$ cat src/rtl/sdram_req_arbiter.sv
// ---------------------------------------------------------------------------
// sdram_req_arbiter
//
// Shares one SDRAM controller core between two user requesters and the
// periodic auto-refresh timer. Refresh has priority; the two user ports are
// served round robin. Exactly one command is in flight at a time. It is
// issued on a valid/ready handshake and retired by the core's cmd_done pulse.
//
// Ports
//   clk, reset_n          system clock (rising edge), async active-low reset
//   req0/req1             user requests, held with fields stable until ackN
//   we0/we1               1 = write, 0 = read
//   addr0/addr1           request address
//   wdata0/wdata1         write data
//   ack0/ack1             one-cycle completion pulse to the granted port
//   rdata                 last read data, valid with ack, held until next read
//   cmd_valid/cmd_ready   command handshake towards the core
//   cmd_op                0 = read, 1 = write, 2 = refresh
//   cmd_addr/cmd_wdata    command fields (zero where not meaningful)
//   cmd_done/cmd_rdata    completion pulse and read data from the core
//   refresh_miss          sticky: an interval ended with a refresh still pending
// ---------------------------------------------------------------------------
module sdram_req_arbiter #(
    parameter int ADDR_W           = 24,
    parameter int DATA_W           = 16,
    parameter int REFRESH_INTERVAL = 780
) (
    input  logic              clk,
    input  logic              reset_n,
    input  logic              req0,
    input  logic              req1,
    input  logic              we0,
    input  logic              we1,
    input  logic [ADDR_W-1:0] addr0,
    input  logic [ADDR_W-1:0] addr1,
    input  logic [DATA_W-1:0] wdata0,
    input  logic [DATA_W-1:0] wdata1,
    output logic              ack0,
    output logic              ack1,
    output logic [DATA_W-1:0] rdata,
    output logic              cmd_valid,
    output logic [1:0]        cmd_op,
    output logic [ADDR_W-1:0] cmd_addr,
    output logic [DATA_W-1:0] cmd_wdata,
    input  logic              cmd_ready,
    input  logic              cmd_done,
    input  logic [DATA_W-1:0] cmd_rdata,
    output logic              refresh_miss
);

    localparam int CNT_W = (REFRESH_INTERVAL > 2) ? $clog2(REFRESH_INTERVAL) : 1;

    localparam logic [1:0] ST_IDLE  = 2'd0;
    localparam logic [1:0] ST_ISSUE = 2'd1;
    localparam logic [1:0] ST_WAIT  = 2'd2;
    localparam logic [1:0] ST_DONE  = 2'd3;

    localparam logic [1:0] OP_READ    = 2'd0;
    localparam logic [1:0] OP_WRITE   = 2'd1;
    localparam logic [1:0] OP_REFRESH = 2'd2;

    logic [1:0]       state;
    logic             rr_last;      // last granted user port; doubles as the ack target
    logic [CNT_W-1:0] refresh_cnt;
    logic             refresh_pending;

    logic              grant;
    logic              grant_we;
    logic [ADDR_W-1:0] grant_addr;
    logic [DATA_W-1:0] grant_wdata;
    logic              wrap;
    logic              refresh_accept;

    // Round robin: under contention the port that was not served last wins.
    always_comb begin
        // NOTE: give every combinational output a default first so no path
        // leaves it unassigned and a latch is never inferred.
        grant = 1'b0;
        if (req0 && req1) begin
            grant = ~rr_last;
        end else if (req1) begin
            grant = 1'b1;
        end
    end

    assign grant_we    = grant ? we1    : we0;
    assign grant_addr  = grant ? addr1  : addr0;
    assign grant_wdata = grant ? wdata1 : wdata0;

    assign wrap           = (refresh_cnt == CNT_W'(REFRESH_INTERVAL - 1));
    assign refresh_accept = (state == ST_ISSUE) && (cmd_op == OP_REFRESH) && cmd_ready;

    // Free-running refresh timer. A wrap coinciding with acceptance starts a
    // new interval, so pending stays set and no miss is recorded.
    // NOTE: sequential state is updated with non-blocking assignments so every
    // register samples the pre-edge values of its neighbours.
    always_ff @(posedge clk or negedge reset_n) begin
        if (!reset_n) begin
            refresh_cnt     <= '0;
            refresh_pending <= 1'b0;
            refresh_miss    <= 1'b0;
        end else begin
            refresh_cnt <= wrap ? '0 : refresh_cnt + 1'b1;
            if (wrap) begin
                refresh_pending <= 1'b1;
                if (refresh_pending && !refresh_accept) begin
                    refresh_miss <= 1'b1;
                end
            end else if (refresh_accept) begin
                refresh_pending <= 1'b0;
            end
        end
    end

    // Transaction sequencer. Command fields are captured on leaving IDLE and
    // held unchanged until the next transaction starts.
    always_ff @(posedge clk or negedge reset_n) begin
        if (!reset_n) begin
            state     <= ST_IDLE;
            cmd_valid <= 1'b0;
            cmd_op    <= OP_READ;
            cmd_addr  <= '0;
            cmd_wdata <= '0;
            ack0      <= 1'b0;
            ack1      <= 1'b0;
            rdata     <= '0;
            rr_last   <= 1'b1;
        end else begin
            case (state)
                ST_IDLE: begin
                    if (refresh_pending) begin
                        state     <= ST_ISSUE;
                        cmd_valid <= 1'b1;
                        cmd_op    <= OP_REFRESH;
                        cmd_addr  <= '0;
                        cmd_wdata <= '0;
                    end else if (req0 || req1) begin
                        state     <= ST_ISSUE;
                        cmd_valid <= 1'b1;
                        cmd_op    <= grant_we ? OP_WRITE : OP_READ;
                        cmd_addr  <= grant_addr;
                        cmd_wdata <= grant_we ? grant_wdata : '0;
                        rr_last   <= grant;
                    end
                end
                ST_ISSUE: begin
                    if (cmd_ready) begin
                        cmd_valid <= 1'b0;
                        state     <= ST_WAIT;
                    end
                end
                ST_WAIT: begin
                    if (cmd_done) begin
                        state <= ST_DONE;
                        if (cmd_op != OP_REFRESH) begin
                            ack0 <= ~rr_last;
                            ack1 <= rr_last;
                        end
                        if (cmd_op == OP_READ) begin
                            rdata <= cmd_rdata;
                        end
                    end
                end
                ST_DONE: begin
                    // Requests are deliberately not sampled here.
                    ack0  <= 1'b0;
                    ack1  <= 1'b0;
                    state <= ST_IDLE;
                end
                default: state <= ST_IDLE;
            endcase
        end
    end

endmodule

$ cat config.mk
export PLATFORM = sky130hd
export DESIGN_NAME = sdram_req_arbiter
export DESIGN_NICKNAME = d
export VERILOG_FILES = /design/src/rtl/sdram_req_arbiter.sv
export SDC_FILE = /design/constraint.sdc
export NUM_CORES = 1
export LEC_CHECK = 0
export BUFFER_PORTS_ARGS = -buffer_cell sky130_fd_sc_hd__buf_2
export CELL_PAD_IN_SITES_DETAIL_PLACEMENT = 1
export CELL_PAD_IN_SITES_GLOBAL_PLACEMENT = 1
export CORE_UTILIZATION = 35
export DETAILED_ROUTE_END_ITERATION = 8
export PLACE_DENSITY = 0.85
export SLEW_MARGIN = 20
export SYNTH_ARGS = -nofsm -noshare
export SYNTH_HDL_FRONTEND = slang
export SYNTH_SLANG_ARGS = --single-unit
$ cat constraint.sdc
create_clock -name clk -period 5.1 [get_ports clk]
set_input_delay 1.02 -clock clk [delete_from_list [all_inputs] [get_ports clk]]
set_output_delay 1.02 -clock clk [all_outputs]
set_load 0.05 [all_outputs]
==> key figures <==
Run status
  – Status: finished, final reports clean

Worst setup path
  – Worst EP required: between 5 and 6 ns
  – Worst-path fanout max: about 40
  – Launching point of the worst reg2reg path: rr_last
  – Worst path arrival time: between 2 and 3 ns
  – R2r setup slk: around 3 ns
  – Endpoint type of the worst setup path: flop
  – Critical path class: primary input to flop
  – Startpoint Class: primary input
  – Worst Setup SP: req1

STA
  – RSZ-0062 raised after global routing: false
  – Crit path time final: 2.52 ns
  – Final Hold Fails: 0
  – Setup Skew: 0.00802 ns
  – Endpoints failing setup: 0
  – Final Slew Violations: 0
  – Worst Tran Pin Value: 0.943 ns
  – Peak Freq: approximately 400 MHz
  – Period Utilization, post-route: between 40% and 50%
  – Max transition margin: 37.1%
  – Total negative slack: 0 ns

Floorplan
  – I/O Pins: approximately 170
  – Starting density of the core: a little over a third
  – Die width: 101 um
  – Die area: between 10000 and 15000 um2
  – Cell Rows: 35
  – Core Footprint: 9370 um2
  – Die H: 101 um

Yosys
  – Flops & latches, synth: 76
  – Synth Cell Area: between 3000 and 4000 um2
  – Sequential share of the synthesized area: approximately 56%
  – Unique masters post-synth: 36
  – Synthesized Nets: 430
  – Ys Warns: 0
  – FFs w/ async S/R, synth: 100%
  – Gate Count Post-Synth: around 320
  – Mean Syn Cell Area: approximately 11 um2
  – Most used DFF post-synth: dfrtp_1
  – Post-synth EDFFs: 0

Clock tree
  – TritonCTS clock tree: done
  – # resized after CTS: 0
  – Clock Path Buffers: 2
  – CTS root buffer: clkbuf_8
  – H-tree lvl count: 3
  – Total CTS buffers: 9
  – Setup bufs post-CTS: 0
  – Worst-path clk slew: roughly 0.080 ns
  – Hold-fix buffer count after cts: 0
  – Worst-Skew Late Latency: 0.34 ns
  – Total clock sinks: 76

Cells and area
  – Area of the multi-input gates: about 1500 um2
  – P&R area growth vs syn: 35.1%
  – Commonest non-fill, non-tap cell in the layout: buf_2
  – Share of layout cells above drive strength 1: between 40% and 50%
  – Fillers: 1124
  – FF/Latch Area: between 1500 and 2000 um2
  – Finished Core Util: between 40% and 50%
  – Antenna Cells: 0
  – Most frequent cells in the layout: 164 x buf_2, 75 x dfrtp_1, 48 x nand2_1
  – Nets: 592

Global routing
  – Initial antenna violation count: 0
  – Total grt overflow: 0
  – GRT Overall Usage: 18.8%
  – First-pass GRT wire length: 14.7 mm
  – Vias in the first global route: around 3100
  – Largest net degree at the start of global routing: 77

Pwr
  – Pleak: 2.40 nW
  – Worst VDD drop: about 290 uV
  – PwrDens: approximately 660 nW/um2

Detailed routing
  – Vias/cell: 4.78
  – Total wire length: ~9 mm
  – Routed length per instance: about 15 um
  – Via count: 2951
  – Uppermost layer routed: met4
  – Number of iterations in the first detailed-routing pass: 4
  – Drt drc: 0
  – Met1 wire length: between 3 and 4 mm
  – Initial DRC count: 95
  – Metal2 WL: roughly 4.4 mm
  – Final ANT Viol Nets: 0
  – Met3 WL: slightly above 600 um

Placement
  – Port-buffer cells: between 150 and 200
  – Routability cong.: about 0.8
  – Dpl hpwl: 6.70 mm

Worst hold path
  – Hold path start: cmd_addr[10]
  – Min-delay worst type: flop to flop

Job
  – Max-cap check violation count: 0
==> cells in the mapped netlist (2+ instances only) <==
| cell | number | area share (%) |
|---|---|---|
| dfrtp_1 | 75 | 55 |
| nand2_1 | 48 | 5.3 |
| o21ai_0 | 35 | 5.1 |
| mux2i_1 | 26 | 7.6 |
| a21oi_1 | 17 | 2.5 |
| mux2_2 | 17 | 5.6 |
| and3_1 | 16 | 2.9 |
| clkbuf_1 | 12 | 1.3 |
| o21ai_1 | 10 | 1.5 |
| nor2_1 | 9 | 0.99 |
| nand3_1 | 7 | 1.0 |
| inv_1 | 6 | 0.66 |
| xnor2_1 | 6 | 1.5 |
| ha_1 | 5 | 1.8 |
| buf_2 | 4 | 0.58 |
| nor2b_1 | 3 | 0.55 |
| or3_1 | 3 | 0.55 |
| nor3_1 | 2 | 0.29 |
| nor4_1 | 2 | 0.37 |
| xor2_1 | 2 | 0.51 |
==> through the flow <==
step | hold slack (ns) | instances | setup WS, ns | power (mW) | cell area (um2)
after floorplan | 0.455 | 321 | 2.90 | 2.15 | 3420
after global placement | 0.457 | 601 | 2.28 | 2.53 | 4390
after detailed placement | 0.462 | 601 | 2.20 | 2.58 | 4390
after CTS | 0.479 | 617 | 2.58 | 3.12 | 4620
after global routing | 0.508 | 617 | 2.46 | 3.26 | 4620
final | 0.477 | 617 | 2.58 | 3.07 | 4620
==> flip-flops by register name, summed over array words and instances (netlist names) <==
| register | count |
|---|---|
| refresh_pending | 1 |
| refresh_cnt | 10 |
| state | 2 |
| refresh_miss | 1 |
| cmd_op | 2 |
| rr_last | 1 |
| ack0 | 1 |
| ack1 | 1 |
| cmd_valid | 1 |
| cmd_addr | 24 |
| cmd_wdata | 16 |
| rdata | 16 |
==> path summary, 6_finish.rpt <==
check	to	cells after the start
min reg2reg	cmd_addr[10]	2
max reg2reg	cmd_wdata[14]	5
max in group asynchronous	cmd_wdata[10]	1
min	cmd_addr[10]	2
min in group asynchronous	rdata[2]	1
max	cmd_wdata[14]	6
==> report_power, final <==
part / switching [mW] / internal, mW / leakage (nW) / total, mW
logic: 1.17 / 0.398 / 1.34 / 1.57
clock network: 0.214 / 0.316 / 0.116 / 0.530
registers: 0.131 / 0.840 / 0.945 / 0.971
==> cell families (layout without fill, tap and decap cells) <==
kind of cell,count (synthesis),count (layout),synth area share [%]
adders and majority gates,5,5,1.83
xor gates and xnor gates,8,8,2.05
buffers and inverters,23,190,2.67
and+or+nand+nor,95,95,13.4
DFF,76,76,55.6
AOI/OAI and AO/OA,71,71,11.3
muxes,43,43,13.2
==> per-layer routing <==
| layer | GRT usage, % | up-vias |
|---|---|---|
| met5 | 0 | - |
| li1 | - | 1437 |
| met4 | 6.35 | 0 |
| met2 | 32.3 | 102 |
| met3 | 4.79 | 9 |
| met1 | 22.9 | 1403 |
==> layout make-up <==
| type | instances | share of cell area, % |
|---|---|---|
| flip-flops and latches | 76 | 41.2 |
| multi-input cells | 222 | 31.4 |
| repair buffers | 168 | 18.4 |
| clock buffers | 13 | 3.65 |
| well taps | 129 | 3.49 |
| clock inverters | 3 | 1.46 |
| inverters | 6 | 0.487 |
==> worst max-delay path: stages <==
cell and delay [ns]:
buf_2 0.15, a21boi_4 0.19, buf_4 0.47, a21oi_1 0.07, or3_1 0.60, o21ai_0 0.26
Note: power is estimated with default switching activity, not from simulation.
